[src/rtl/mealy_detect_scheduler_pkg.sv]
// Shared types and constants for the time-multiplexed "two consecutive 1s" detector.
// The per-channel counter feature is built only when MEALY_SCHED_CNT_EN is defined.
package mealy_sched_pkg;

   typedef enum logic {
      ST_A = 1'b0,
      ST_B = 1'b1
   } state_t;

   localparam int NCH_DEF   = 4;
   localparam int CNT_W_DEF = 8;

   function automatic int ch_w(input int n);
      return (n > 1) ? $clog2(n) : 1;
   endfunction

endpackage

[src/rtl/mealy_detect_scheduler_if.sv]
// Bundle between the serial bit sources / event logic (master) and the scheduler (slave).
interface mealy_detect_scheduler_if
   import mealy_sched_pkg::*;
#(
   parameter int NCH   = NCH_DEF,
   parameter int CNT_W = CNT_W_DEF
);
   logic [NCH-1:0]         req;
   logic [NCH-1:0]         bit_in;
   logic [NCH-1:0]         chan_clr;
   logic [NCH-1:0]         gnt;
   logic                   det_valid;
   logic [ch_w(NCH)-1:0]   det_ch;
   logic [NCH*CNT_W-1:0]   det_cnt;

   modport master (
      output req, bit_in, chan_clr,
      input  gnt, det_valid, det_ch, det_cnt
   );

   modport slave (
      input  req, bit_in, chan_clr,
      output gnt, det_valid, det_ch, det_cnt
   );
endinterface

[src/rtl/mealy_detect_scheduler_rr_arbiter.sv]
// Combinational round-robin arbiter: grants the first requester at or after ptr, wrapping.
module rr_arbiter
   import mealy_sched_pkg::*;
#(
   parameter int NCH = NCH_DEF
) (
   input  logic [NCH-1:0]       req,
   input  logic [ch_w(NCH)-1:0] ptr,
   output logic [NCH-1:0]       gnt
);

   logic found;

   always_comb begin
      gnt   = '0;
      found = 1'b0;
      // Walk offsets from ptr; only one channel index matches each offset.
      for (int i = 0; i < NCH; i++) begin
         for (int k = 0; k < NCH; k++) begin
            if (!found && (k == ((int'(ptr) + i) % NCH)) && req[k]) begin
               gnt[k] = 1'b1;
               found  = 1'b1;
            end
         end
      end
   end

endmodule

[src/rtl/mealy_detect_scheduler.sv]
// One shared Mealy "11" detector serving NCH channels through a round-robin arbiter.
// Per-channel saturating counters are built only when MEALY_SCHED_CNT_EN is defined.
module mealy_detect_scheduler
   import mealy_sched_pkg::*;
#(
   parameter int NCH   = NCH_DEF,
   parameter int CNT_W = CNT_W_DEF
) (
   input logic                     clk,
   input logic                     areset,
   mealy_detect_scheduler_if.slave bus
);

   localparam int CW = ch_w(NCH);

   logic [NCH-1:0]       gnt;
   logic                 any_gnt;
   logic [CW-1:0]        gidx;
   logic                 det;
   logic [CW-1:0]        ptr_q, ptr_d;
   state_t               st_q [NCH];
   state_t               st_d [NCH];
   logic                 det_valid_q, det_valid_d;
   logic [CW-1:0]        det_ch_q, det_ch_d;
   logic [NCH*CNT_W-1:0] det_cnt;

   rr_arbiter #(.NCH(NCH)) u_arb (
      .req (bus.req),
      .ptr (ptr_q),
      .gnt (gnt)
   );

   always_comb begin
      any_gnt = |gnt;
      gidx    = '0;
      for (int k = 0; k < NCH; k++) begin
         if (gnt[k]) gidx = CW'(k);
      end

      // A clear on the granted channel consumes the grant but discards the bit.
      det = any_gnt && !bus.chan_clr[gidx] && (st_q[gidx] == ST_B) && bus.bit_in[gidx];

      st_d = st_q;
      if (any_gnt) st_d[gidx] = bus.bit_in[gidx] ? ST_B : ST_A;
      for (int k = 0; k < NCH; k++) begin
         if (bus.chan_clr[k]) st_d[k] = ST_A;
      end

      ptr_d = ptr_q;
      if (any_gnt) ptr_d = (gidx == CW'(NCH - 1)) ? '0 : gidx + CW'(1);

      det_valid_d = det;
      det_ch_d    = det ? gidx : det_ch_q;
   end

   always_ff @(posedge clk or posedge areset) begin
      if (areset) begin
         ptr_q       <= '0;
         det_valid_q <= 1'b0;
         det_ch_q    <= '0;
         for (int k = 0; k < NCH; k++) st_q[k] <= ST_A;
      end else begin
         ptr_q       <= ptr_d;
         det_valid_q <= det_valid_d;
         det_ch_q    <= det_ch_d;
         st_q        <= st_d;
      end
   end

`ifdef MEALY_SCHED_CNT_EN
   logic [CNT_W-1:0] cnt_q [NCH];
   logic [CNT_W-1:0] cnt_d [NCH];

   function automatic logic [CNT_W-1:0] sat_inc(input logic [CNT_W-1:0] v);
      return (&v) ? v : v + 1'b1;
   endfunction

   always_comb begin
      det_cnt = '0;
      for (int k = 0; k < NCH; k++) begin
         cnt_d[k] = cnt_q[k];
         if (bus.chan_clr[k])                 cnt_d[k] = '0;
         else if (det && (gidx == CW'(k)))    cnt_d[k] = sat_inc(cnt_q[k]);
         det_cnt[k*CNT_W +: CNT_W] = cnt_q[k];
      end
   end

   always_ff @(posedge clk or posedge areset) begin
      if (areset) begin
         for (int k = 0; k < NCH; k++) cnt_q[k] <= '0;
      end else begin
         cnt_q <= cnt_d;
      end
   end
`else
   assign det_cnt = '0;
`endif

   assign bus.gnt       = gnt;
   assign bus.det_valid = det_valid_q;
   assign bus.det_ch    = det_ch_q;
   assign bus.det_cnt   = det_cnt;

endmodule

[src/flat_wrapper.sv]
// flat-port wrapper written by rule: the top's interface ports become plain ports
module mealy_detect_scheduler_flat import mealy_sched_pkg::*;
#(
   parameter int NCH   = NCH_DEF,
   parameter int CNT_W = CNT_W_DEF
)
  (clk, areset, bus_req, bus_bit_in, bus_chan_clr, bus_gnt, bus_det_valid, bus_det_ch, bus_det_cnt);
  mealy_detect_scheduler_if #(.NCH(NCH), .CNT_W(CNT_W)) bus_i ();
  input logic clk;
  input logic areset;
  input wire logic [$bits(bus_i.req)-1:0] bus_req;
  input wire logic [$bits(bus_i.bit_in)-1:0] bus_bit_in;
  input wire logic [$bits(bus_i.chan_clr)-1:0] bus_chan_clr;
  output wire logic [$bits(bus_i.gnt)-1:0] bus_gnt;
  output wire logic [$bits(bus_i.det_valid)-1:0] bus_det_valid;
  output wire logic [$bits(bus_i.det_ch)-1:0] bus_det_ch;
  output wire logic [$bits(bus_i.det_cnt)-1:0] bus_det_cnt;
  assign bus_i.req = bus_req;
  assign bus_i.bit_in = bus_bit_in;
  assign bus_i.chan_clr = bus_chan_clr;
  assign bus_gnt = bus_i.gnt;
  assign bus_det_valid = bus_i.det_valid;
  assign bus_det_ch = bus_i.det_ch;
  assign bus_det_cnt = bus_i.det_cnt;
  mealy_detect_scheduler #(.NCH(NCH), .CNT_W(CNT_W)) u_core (.clk(clk), .areset(areset), .bus(bus_i));
endmodule
[config.mk]
export PLATFORM = sky130hd
export DESIGN_NAME = mealy_detect_scheduler_flat
export DESIGN_NICKNAME = d
export VERILOG_FILES = /design/src/rtl/mealy_detect_scheduler_pkg.sv /design/src/rtl/mealy_detect_scheduler_if.sv /design/src/rtl/mealy_detect_scheduler_rr_arbiter.sv /design/src/rtl/mealy_detect_scheduler.sv /design/src/flat_wrapper.sv
export SDC_FILE = /design/constraint.sdc
export NUM_CORES = 1
export LEC_CHECK = 0
export ABC_AREA = 1
export CAP_MARGIN = 20
export CORE_MARGIN = 1.5
export CORE_UTILIZATION = 38
export DETAILED_ROUTE_END_ITERATION = 8
export HOLD_SLACK_MARGIN = 0.06
export PLACE_DENSITY = 0.77
export SLEW_MARGIN = 25
export SYNTH_ARGS = -nofsm -noshare
export SYNTH_HDL_FRONTEND = slang
export SYNTH_SLANG_ARGS = --single-unit
[constraint.sdc]
create_clock -name clk -period 2.11 [get_ports clk]
set_input_delay 0.211 -clock clk [delete_from_list [all_inputs] [get_ports clk]]
set_output_delay 0.211 -clock clk [all_outputs]
set_load 0.01 [all_outputs]
==> results.md <==
* Initial Utilization at roughly two fifths
* Final Slew Violations at 0
* CTS sink cnt at 9
* PwrDens at 1830 nW/um^2
* Number of synthesized register bits at 9
* Yosys top cell by area: buf_4
* Vias in the first global route at 1037
* GRT Total Usage at 16.0%
* CP Max Fanout at 7
* Vias/cell at 4.48
* Dpl cells at 246
* DRC at 0
* Post-synthesis xor/xnor area fraction at 0%
* Area delta synth->final at 54.9%
* Post-Synth Simple-Gate Area at between 40 and 50%
* Row cnt at 20
* Worst setup path category: reg2out
* Largest net degree at the start of global routing at 15
* Met1 Track Usage GR at just over 20%
* # setup viols final at 13
* Hold Crit Class: in2async
* Die H at 59.1 um
* Status: finished, violations left
* Root buf cell: clkbuf_4
* Synth top area cells: buf_4, dfrtp_1, nand2_1, inv_1, nand4_1
* Post-synth cell types at 25
* Netlist area before placement at 1200 sq um
* P_leak at 0.944 nW
* Via count at 1237
* Max frequency at about 0.41 GHz
* VDD IR max at 772 uV
* Commonest non-fill, non-tap cells in the layout: buf_4, conb_1, nand2_1
* CTS tree: built
* Dpl ws at -0.467 ns
* Port Buf Inserts at 20
* Initial DRC Count at 33
* Antenna viol nets, final at 0
* Wirelength per Cell at approximately 11 um
* Clock latency on the worst-skew pair at 0.26 ns
* Failing checks: negative setup slack
* Total negative slack at -2.90 ns
* Most common cell after layout, fill and taps aside: buf_4
* Final WL at about 3000 um
* # IOs at 53
* Post-Synthesis Cells at 165
* Diode count at 0
* Post-synthesis sequential area ratio at 18.8%
* Synth top area share at between 20% and 30%
* Tmin final at between 2 and 2.5 ns
* Die Footprint at approximately 3500 sq um
* GR Layer Usage met2 at 27.3%
* CTS H-tree depth at 1
* Grt total ovfl at 0
* Critical Path AT at about 2.2 ns
* Reg clk slew, reported paths at 0.06 ns
* Non-filler instance count after layout at between 200 and 300
* Skew final at between 0.003 and 0.004 ns
* Max-cap violation count at 0
* Mux cell area share after synthesis at 0%
* Met3 Use GR at 1.97%
* RSZ-0062 raised after global routing: yes
* Fraction of layout cells with a size suffix above 1 at about 45%
* First-pass GRT wire length at 4340 um
* Clk buf depth at 2
* Initial antenna violation count at 0
* Area share of fa/ha/maj cells after synthesis at ~4.2%
* Synth Area in Compound Gates at 4.18%
* Gr busiest metal: met2
* Final Hold Viols at 0
* Largest family of logic cells by synthesized area: simple AND/OR/NAND/NOR gates
* GPL Wtd Cong at 0.806
* Critical Path Start Type: register
* Final Cycle Share at 115%
* Core box area at about 3000 sq um
* Dpl hpwl at 1920 um
* Final worst slack at -0.309 ns
* Die width at 59.1 um
* Synth Warn # at 0
* WP data required at 1.90 ns
* Layout net count at 251
* CTS buffer count at 3
* Iteration count of the initial detailed-routing pass at 4
* Syn_area_per_cell at 7.25 sq um
* Critical path capture point type: output port
==> flip-flops by register name, indices dropped and copies added (netlist names) <==
register	flops
u_core.ptr_q	2
u_core.st_q	4
u_core.bus.det_ch	2
u_core.bus.det_valid	1
==> per-stage QoR <==
step / util, % / hold slack (ns) / power [W] / area (sq um)
after detailed placement: 49.4 / 0.473 / 0.00224 / 1500
final: 61.2 / 0.207 / 0.00339 / 1850
after floorplan: - / 0.0389 / 0.00171 / 1350
after global routing: 61.2 / 0.254 / 0.00362 / 1850
after CTS: 54.5 / 0.216 / 0.00271 / 1650
after global placement: 49.4 / 0.463 / 0.00222 / 1500
==> routing by layer <==
layer / up-vias / part of all wire, %
li1: 604 / -
met1: 578 / 43
met2: 47 / 51
met3: 8 / 4.3
met4: 0 / 2.2
met5: - / 0
==> critical path, cell delays in order (launching register included) <==
cell	delay (ns)
dfrtp_2	0.47
inv_2	0.09
nand3_2	0.08
nand2_2	0.07
nor2_4	0.14
nand4_4	0.11
nor2_4	0.14
nand4_4	0.10
nor2_4	0.12
buf_6	0.11
nand4_1	0.13
nand2_2	0.16
buf_4	0.13
buf_6	0.09
==> kinds of logic (layout without fill, tap and decap cells) <==
kind of cell | Yosys count | after routing
AO/OA/AOI/OAI | 9 | 9
adder cells (fa/ha/maj) | 4 | 4
buffers and inverters | 56 | 91
flip-flops | 9 | 9
other | 1 | 32
AND/OR/NAND/NOR | 86 | 87
==> layout make-up <==
| class | instances | area [sq um] |
|---|---|---|
| Clock buffer | 4 | 26.3 |
| Fill cell | 268 | 1170 |
| Inverter | 23 | 88.8 |
| Multi-Input combinational cell | 132 | 906 |
| Sequential cell | 9 | 228 |
| Tap cell | 44 | 55.1 |
| Timing Repair Buffer | 64 | 549 |
==> cells in the mapped netlist <==
master,number
nor2_8,2
nor2_4,6
o21ai_0,1
nor3_1,2
buf_6,1
o211ai_1,1
clkinv_2,1
nand3_1,11
nand4_1,12
nand2_1,31
conb_1,1
a211oi_1,1
nor2_2,2
inv_1,21
dfrtp_1,9
nand4_4,1
nand4_2,2
ha_1,4
nor2_1,9
a21oi_1,6
nand2_2,5
inv_2,1
buf_4,32
nand2_4,2
nand3_4,1
==> path summary, 6_finish.rpt <==
check / startpoint / end / slack, ns / cells after the start
min in group clk: u_core.st_q[2] / u_core.st_q[2] / 0.48 / 2
worst max-delay path: u_core.ptr_q[0] / bus_gnt[2] / -0.31 / 13
worst min-delay path: areset / u_core.st_q[2] / 0.21 / 2
worst min register to register: u_core.st_q[2] / u_core.st_q[2] / 0.48 / 2
max in group asynchronous: areset / u_core.ptr_q[1] / 1.63 / 2
worst max register to register: u_core.ptr_q[0] / u_core.bus.det_ch[1] / -0.29 / 18
==> repair_timing <==
| item | CTS | global route |
|---|---|---|
| setup endpoints to repair | 13 | 13 |
| setup buffers | 14 | 11 |
| hold buffers | 0 | 0 |
| pin swaps | 15 | 20 |
| gates cloned | 0 | 1 |
| gates resized for setup | 26 | 27 |
==> power breakdown <==
| part | internal [W] | switching [W] | leakage, nW |
|---|---|---|---|
| registers | 0.000240 | 0.0000742 | 0.116 |
| logic | 0.00137 | 0.00157 | 0.813 |
| clock network | 0.0000729 | 0.0000605 | 0.0150 |
| total | 0.00168 | 0.00171 | 0.944 |
Note: power is estimated with default switching activity, not from simulation.
